## config.mk

```make
export PLATFORM = sky130hd
export DESIGN_NAME = bcd_conv_arbiter
export DESIGN_NICKNAME = d
export VERILOG_FILES = /design/src/rtl/bcd_conv_arbiter.sv
export SDC_FILE = /design/constraint.sdc
export NUM_CORES = 1
export LEC_CHECK = 0
export CAP_MARGIN = 40
export CORE_UTILIZATION = 30
export CTS_CLUSTER_SIZE = 40
export DETAILED_ROUTE_END_ITERATION = 10
export GPL_ROUTABILITY_DRIVEN = 1
export PLACE_DENSITY = 0.61
export SYNTH_ARGS = -nofsm -noshare
export SYNTH_HDL_FRONTEND = slang
export SYNTH_SLANG_ARGS = --single-unit
```

## constraint.sdc

```tcl
create_clock -name clk -period 4.15 [get_ports clk]
set_input_delay 1.0375 -clock clk [delete_from_list [all_inputs] [get_ports clk]]
set_output_delay 1.0375 -clock clk [all_outputs]
set_load 0.02 [all_outputs]
```

## src/rtl/bcd_conv_arbiter.sv

```systemverilog
// Shares one shift-and-add-3 binary-to-BCD converter (8 steps) among NREQ requesters.
// Define BCD_CONV_ARB_RR_EN for round-robin arbitration; otherwise the lowest index wins.
module bcd_conv_arbiter #(
  parameter int NREQ = 4
) (
  input  logic              clk,
  input  logic              rst_n,
  input  logic [NREQ-1:0]   req,
  input  logic [NREQ*8-1:0] bin_in,
  output logic [NREQ-1:0]   grant,
  output logic [NREQ-1:0]   done,
  output logic [11:0]       bcd_out,
  output logic              busy
);
  localparam int PW = (NREQ > 1) ? $clog2(NREQ) : 1;

  typedef enum logic [1:0] {IDLE, CONV, DONE} state_t;

  state_t            state;
  logic [PW-1:0]     owner;
  logic [PW-1:0]     win;
  logic [2:0]        cnt;
  logic [19:0]       shreg;
  logic [19:0]       adj;
  logic [19:0]       shreg_nxt;
  logic [NREQ-1:0]   win_oh;
  logic [NREQ-1:0]   owner_oh;
  logic [7:0]        win_bin;

`ifdef BCD_CONV_ARB_RR_EN
  logic [PW-1:0] ptr;
  logic          found;

  // Rotating search starting just after the last served requester.
  always_comb begin
    int idx;
    idx   = 0;
    win   = '0;
    found = 1'b0;
    for (int k = 1; k <= NREQ; k++) begin
      idx = int'(ptr) + k;
      if (idx >= NREQ) idx = idx - NREQ;
      if (!found && req[idx]) begin
        found = 1'b1;
        win   = idx[PW-1:0];
      end
    end
  end
`else
  // Descending scan so the lowest requesting index is the final assignment.
  always_comb begin
    win = '0;
    for (int i = NREQ - 1; i >= 0; i--)
      if (req[i]) win = PW'(i);
  end
`endif

  always_comb begin
    win_oh   = '0;
    owner_oh = '0;
    win_bin  = '0;
    for (int i = 0; i < NREQ; i++) begin
      win_oh[i]   = (win == PW'(i));
      owner_oh[i] = (owner == PW'(i));
      if (win == PW'(i)) win_bin = bin_in[i*8 +: 8];
    end
  end

  // One double-dabble step: correct each BCD digit that would overflow, then shift.
  always_comb begin
    adj = shreg;
    for (int d = 0; d < 3; d++)
      if (adj[8+4*d +: 4] >= 4'd5) adj[8+4*d +: 4] = adj[8+4*d +: 4] + 4'd3;
    shreg_nxt = {adj[18:0], 1'b0};
  end

  always_ff @(posedge clk or negedge rst_n) begin
    if (!rst_n) begin
      state   <= IDLE;
      grant   <= '0;
      done    <= '0;
      bcd_out <= '0;
      shreg   <= '0;
      owner   <= '0;
      cnt     <= '0;
`ifdef BCD_CONV_ARB_RR_EN
      ptr     <= PW'(NREQ - 1);
`endif
    end else begin
      case (state)
        IDLE: begin
          if (|req) begin
            grant <= win_oh;
            owner <= win;
            shreg <= {12'd0, win_bin};
            cnt   <= '0;
            state <= CONV;
          end
        end
        CONV: begin
          grant <= '0;
          shreg <= shreg_nxt;
          cnt   <= cnt + 3'd1;
          if (cnt == 3'd7) begin
            bcd_out <= shreg_nxt[19:8];
            done    <= owner_oh;
            state   <= DONE;
          end
        end
        DONE: begin
          done  <= '0;
`ifdef BCD_CONV_ARB_RR_EN
          ptr   <= owner;
`endif
          state <= IDLE;
        end
        default: state <= IDLE;
      endcase
    end
  end

  assign busy = (state != IDLE);

endmodule

```

==> results of run 1 <==
flip-flops by register name, indices dropped and copies added (netlist names):
register  cells
shreg        20
bcd_out      12
done          4
grant         4
cnt           3
owner         2
state         2
cell usage after synthesis, drive strengths merged:
cell type and instances:
a22o 6, o21a 1, nor2b 7, nand3 15
dfrtp 47, o211ai 4, o22a 1, nand2 30
nor2 9, xnor2 3, o31ai 3, nor3b 5
inv 15, a211o 5, a32o 4, nor3 2
mux2 4, ha 8, o21ai 38, a21oi 20
o21bai 6, or2 1, or3 3, o221a 1
buf 12, a22oi 7, o22ai 4, clkbuf 4
a21o 1, nand2b 6
how the worst min path moves through the flow:
stage,endpoint,slack (ps),cells past startpoint
floorplan,cnt[0],450,1
global placement,bcd_out[10],470,2
detailed placement,bcd_out[11],480,2
CTS,bcd_out[11],500,2
global route,bcd_out[6],510,2
finish,bcd_out[8],490,2
power by group through the flow:
| stage | logic [uW] | clock network (uW) | registers, uW |
|---|---|---|---|
| finish | 1040 | 398 | 802 |
| global route | 1170 | 425 | 831 |
| CTS | 1050 | 409 | 803 |
| detailed placement | 1050 | 0 | 811 |
| global placement | 1020 | 0 | 806 |
| floorplan | 687 | 0 | 850 |
final cells by class:
cell class	count	share of cell area (%)
clock buffers	6	2.19
clock inverters	2	1.81
inverters	15	1.70
multi-input cells	194	36.9
flip-flops and latches	47	35.4
well taps	105	3.96
repair buffers	61	18.0
placed cells by master, fill, tap and decap left out, types with 7 or more instances in the layout:
cell             synthesis  routed
nand3_1                 15      15
inv_1                   13      13
nand2_1                 28      28
clkdlybuf4s50_1          0      57
a22oi_1                  7       7
ha_1                     8       8
a21oi_1                 19      19
dfrtp_1                 47      47
o21ai_0                 10      10
o21ai_1                 28      28
cell families after synthesis:
group | Yosys count
AO/OA/AOI/OAI | 101
AND/OR/NAND/NOR | 78
flip-flops | 47
buffers and inverters | 31
adder cells (fa/ha/maj) | 8
multiplexers | 4
XOR/XNOR | 3
metrics by stage:
step | utilization, % | instances | worst slack [ps] | total power (uW) | hold slack (ps)
6_report | 40.4 | 430 | 1330 | 2240 | 489
3_5_place_dp | 38.8 | 422 | 1240 | 1860 | 477
4_1_cts | 40.4 | 430 | 1320 | 2270 | 498
2_1_floorplan | - | 272 | 2140 | 1540 | 454
5_1_grt | 40.4 | 430 | 1230 | 2420 | 514
3_3_place_gp | 38.8 | 422 | 1290 | 1830 | 473
worst min-delay path: cells and delay by family, from the launching register on:
kind	cells	cell delay [ps]
AO/OA/AOI/OAI	1	60
flip-flops	1	350
AND/OR/NAND/NOR	1	50
routing by layer:
layer | global-route usage [%] | wire length [microns] | vias to the layer above
li1 | - | - | 1078
met1 | 18.7 | 2780 | 1001
met2 | 23.4 | 2780 | 43
met3 | 3.14 | 201 | 6
met4 | 3.46 | 56 | 0
met5 | 0 | 0 | -
==> results.cfg, run 1 <==
[outcome]
status = completed

[yosys]
yosysTopAreaCell = dfrtp_1
synthSimpleGateAreaFrac_pct = 15.8
muxShareOfSynthArea_pct = 1.76
yosys.area.top_type_share_pct = 46.0
syn-num-nets = 318
synth_top_family_by_area = compound AO/OA/AOI/OAI gates
synth_cell_types = 40
synth_compound_area_share_pct = 25.4
synth_seq_cells = 47
synth-xor-area-share_pct = 1.03
yosysSeqAreaShare_pct = 46.0
synthTopCellsByArea = dfrtp_1 (46%), o21ai_1 (5.5%), nand2_1 (4.1%)
syn_area_sq_mm = 0.00256
yosys_warnings = 0
avgSynthCellArea_sq_um = 9.40
synthCells = 272
yosys.area_share.adder_pct = 3.91

[floorplan]
start_util_pct = 31.1
dieArea_sq_mm = 0.00890
die_x_microns = 94.3
rows = 33
io_pins = 59
die_h_microns = 94.3
core_sq_mm = 0.00822

[setup_path]
endpoint_kind = output pin
start_kind = flip-flop
ff2ff_path_depth = 5
path_class = flip-flop to output pin
max_stage_delay_ps = 640
path_max_fanout = 14
r2r_slack_ps = 2160
reg2reg_to = shreg[11]
rr_startpoint = state[1]
arrival_ps = 1780
required_ps = 3110
critPathTopFamily = buffers and inverters
startpoint = state[1]
crit_end = busy
worst-path-stages = 3
path_buf_inv = 2
cp_cell_sequence = nor2_4 > inv_2 > clkdlybuf4s50_1
worst_path_max_delay_cell = dfrtp_1

[cts]
cts_resized = 0
cts.path.max_buffers = 2
clk_pin_slew_worst_paths_ps = 90
cts_tree = yes
clock-root-buffer = clkbuf_8
insertion_delay_ps = 300
htreeDepth = 2
cts_buffers = 5
cts_sinks = 47
cts_setup_buffers = 0
hold_buffers = 0

[layout]
final_area_sq_mm = 0.00332
nets = 370
fill_cells = 822
multi_input_area_sq_mm = 0.00122
drive_above_1_share_pct = 8.00
syn_to_final_growth_pct = 29.7
regArea_sq_mm = 0.00118
diodes = 0

[flow_run]
cap_violations = 0

[sta]
drv_slew = 0
hold_viol = 0
fin_crit_ps = 2820
post-route-period-util_pct = 67.8
tns_ps = 0
max_freq_mhz = 355
worst_pin_slew_ps = 610
setup_viol_count_final = 0
rsz0062_at_grt = false
finClkSkew_ps = 4.71
slew_headroom_pct = 59.2

[routing]
drt_iter0_markers = 95
viasPerCell = 4.95
final_antenna_net_count = 0
wirelength_microns = 5810
wl_per_cell_microns = 13.5
routed-via-count = 2128
firstDrtPassIters = 4
drc = 0

[power_and_ir_drop]
p_leak_uw = 0.00139
p_per_area_mw_per_mm2 = 675
pwr-share-seq_pct = 35.8
p_int_uw = 1370
power.share.clock_pct = 17.8
switchingPower_uw = 872
swShare_pct = 38.9
ir_worst_vdd_mv = 0.185
combPwrFrac_pct = 46.4

[global_routing]
first_global_vias = 2084
grt_max_degree = 48
antenna_found_initial = 0
grt-ovfl-total = 0
grt_usage_pct = 14.1
grt_pass1_wl_microns = 9870

[placed_design]
io_buffers = 58
dpl.hpwl_microns = 4050
gp_congestion = 0.780
place_area_sq_mm = 0.00319

[min_path]
min_from = bcd_out[8]
worstHoldPathType = flip-flop to flip-flop
No activity file was read; power rests on OpenSTA's default activity.
==> run 2: changes to the inputs <==
--- a/config.mk
+++ b/config.mk
@@ -10,7 +10,7 @@
 export CTS_CLUSTER_SIZE = 40
 export DETAILED_ROUTE_END_ITERATION = 10
 export GPL_ROUTABILITY_DRIVEN = 1
-export PLACE_DENSITY = 0.61
+export PLACE_DENSITY = 0.63
 export SYNTH_ARGS = -nofsm -noshare
 export SYNTH_HDL_FRONTEND = slang
 export SYNTH_SLANG_ARGS = --single-unit
==> constraint.sdc (replaced) <==
create_clock -name clk -period 2.3 [get_ports clk]
set_input_delay 0.575 -clock clk [delete_from_list [all_inputs] [get_ports clk]]
set_output_delay 0.575 -clock clk [all_outputs]
set_load 0.02 [all_outputs]
==> run 2 against run 1 <==
Via count up 1.4%. Sequential cell count unchanged. Design area up 1.1%. Critical endpoint unchanged.
==> results.cfg, run 2 (same netlist as run 1, synthesis figures left out) <==
[outcome]
status = completed

[placed_design]
dp_slack_ps = 122
gp_congestion = 0.746
io_buffers = 58
place_area_sq_mm = 0.00327
dpl.hpwl_microns = 4290

[setup_path]
worst_path_max_delay_cell = clkdlybuf4s50_1
endpoint_kind = output pin
arrival_ps = 1570
r2r_slack_ps = 530
path_class = flip-flop to output pin
max_stage_delay_ps = 620
critPathTopFamily = buffers and inverters
cp_cell_sequence = nor2_4 > inv_2 > clkdlybuf4s50_1
required_ps = 1730
path_max_fanout = 9
start_kind = flip-flop
path_buf_inv = 2

[layout]
fill_cells = 809
drive_above_1_share_pct = 10.7
largest_reg_flops = 20
regArea_sq_mm = 0.00118
nets = 380
diodes = 0
final_area_sq_mm = 0.00336
top_register = shreg
reg.largest.list = shreg: 20 flops, bcd_out: 12 flops
syn_to_final_growth_pct = 31.2
layout_commonest_cell = clkdlybuf4s50_1
final_cell_mix = clkdlybuf4s50_1 (57), dfrtp_1 (46), o21ai_1 (28), nand2_1 (28), a21oi_1 (19)
multi_input_area_sq_mm = 0.00122

[flow_run]
cap_violations = 0

[routing]
firstDrtPassIters = 6
viasPerCell = 4.90
drc = 0
drt_iter0_markers = 76
wirelength_microns = 5800
final_antenna_net_count = 0
wl_per_cell_microns = 13.2
routed-via-count = 2157

[cts]
clk_pin_slew_worst_paths_ps = 80
cts_buffers = 5
htreeDepth = 2
hold_buffers = 0
cts_sinks = 47
clock-root-buffer = clkbuf_8
insertion_delay_ps = 300
cts.path.max_buffers = 2
cts_tree = yes

[floorplan]
core_sq_mm = 0.00822
die_x_microns = 94.3
dieArea_sq_mm = 0.00890
start_util_pct = 31.1
rows = 33
io_pins = 59
die_h_microns = 94.3

[sta]
fin_crit_ps = 2140
setup_slack_ps = 158
drv_slew = 0
max_freq_mhz = 467
finClkSkew_ps = 6.28
worst_pin_slew_ps = 560
post-route-period-util_pct = 93.1
tns_ps = 0
setup_viol_count_final = 0
slew_headroom_pct = 62.7
hold_viol = 0
rsz0062_at_grt = false

[global_routing]
grt-ovfl-total = 0
first_global_vias = 2045
grt_pass1_wl_microns = 9450
antenna_found_initial = 0
grt_usage_pct = 13.7
grt_max_degree = 26

[power_and_ir_drop]
power.share.clock_pct = 12.4
combPwrFrac_pct = 50.5
swShare_pct = 40.9
switchingPower_uw = 1580
pwr-share-seq_pct = 37.2
ir_worst_vdd_mv = 0.309
p_int_uw = 2290
p_per_area_mw_per_mm2 = 1150
p_leak_uw = 0.00142

[min_path]
worstHoldPathType = input port to asynchronous set/reset pin
-- run 2: cell count changes in the layout (fill, tap and decap cells not counted), sizes merged --
cell and change:
buf +10, clkbuf +1, clkinv +1, bufinv -2
-- run 2: final cells by class --
cell class                      count  share of cell area (%)
Sequential cell                    47                    35.1
Clock buffer                        7                    2.27
Inverter                           15                    1.68
Clock inverter                      1                   0.149
Timing Repair Buffer               71                    20.4
Tap cell                          105                    3.91
Multi-Input combinational cell    194                    36.5
-- run 2: path summary, 6_finish.rpt --
check	startpoint	endpoint	depth (start not counted)
min in group clk	bcd_out[10]	bcd_out[10]	2
max in group asynchronous	rst_n	shreg[19]	2
max	state[0]	busy	3
max reg2reg	shreg[8]	bcd_out[2]	6
min	rst_n	done[0]	1
min reg2reg	bcd_out[10]	bcd_out[10]	2
-- run 2: power groups by stage --
stage	logic (uW)	clock network (uW)	registers [uW]
floorplan	1240	0	1530
global placement	1910	0	1440
detailed placement	1970	0	1460
CTS	1970	496	1440
global route	2170	526	1490
finish	1950	479	1440
-- run 2: metal layers --
layer	routed length [microns]	track usage (%)
met1	2790	17.6
met2	2780	23.1
met3	167	2.98
met4	65	4.10
met5	0	0
-- run 2: per-stage QoR --
stage	util (%)	hold WS, ps	instances	total power [uW]
floorplan	-	279	272	2770
global placement	39.8	474	432	3350
detailed placement	39.8	477	432	3420
CTS	40.8	269	440	3910
global route	40.8	293	440	4190
finish	40.8	259	440	3870
-- run 2: what timing repair did --
| action | 4_1_cts | 5_1_grt |
|---|---|---|
| endpoints found under the setup margin | 0 | 1 |
| resized for setup | 0 | 1 |
| buffers inserted | 0 | 0 |
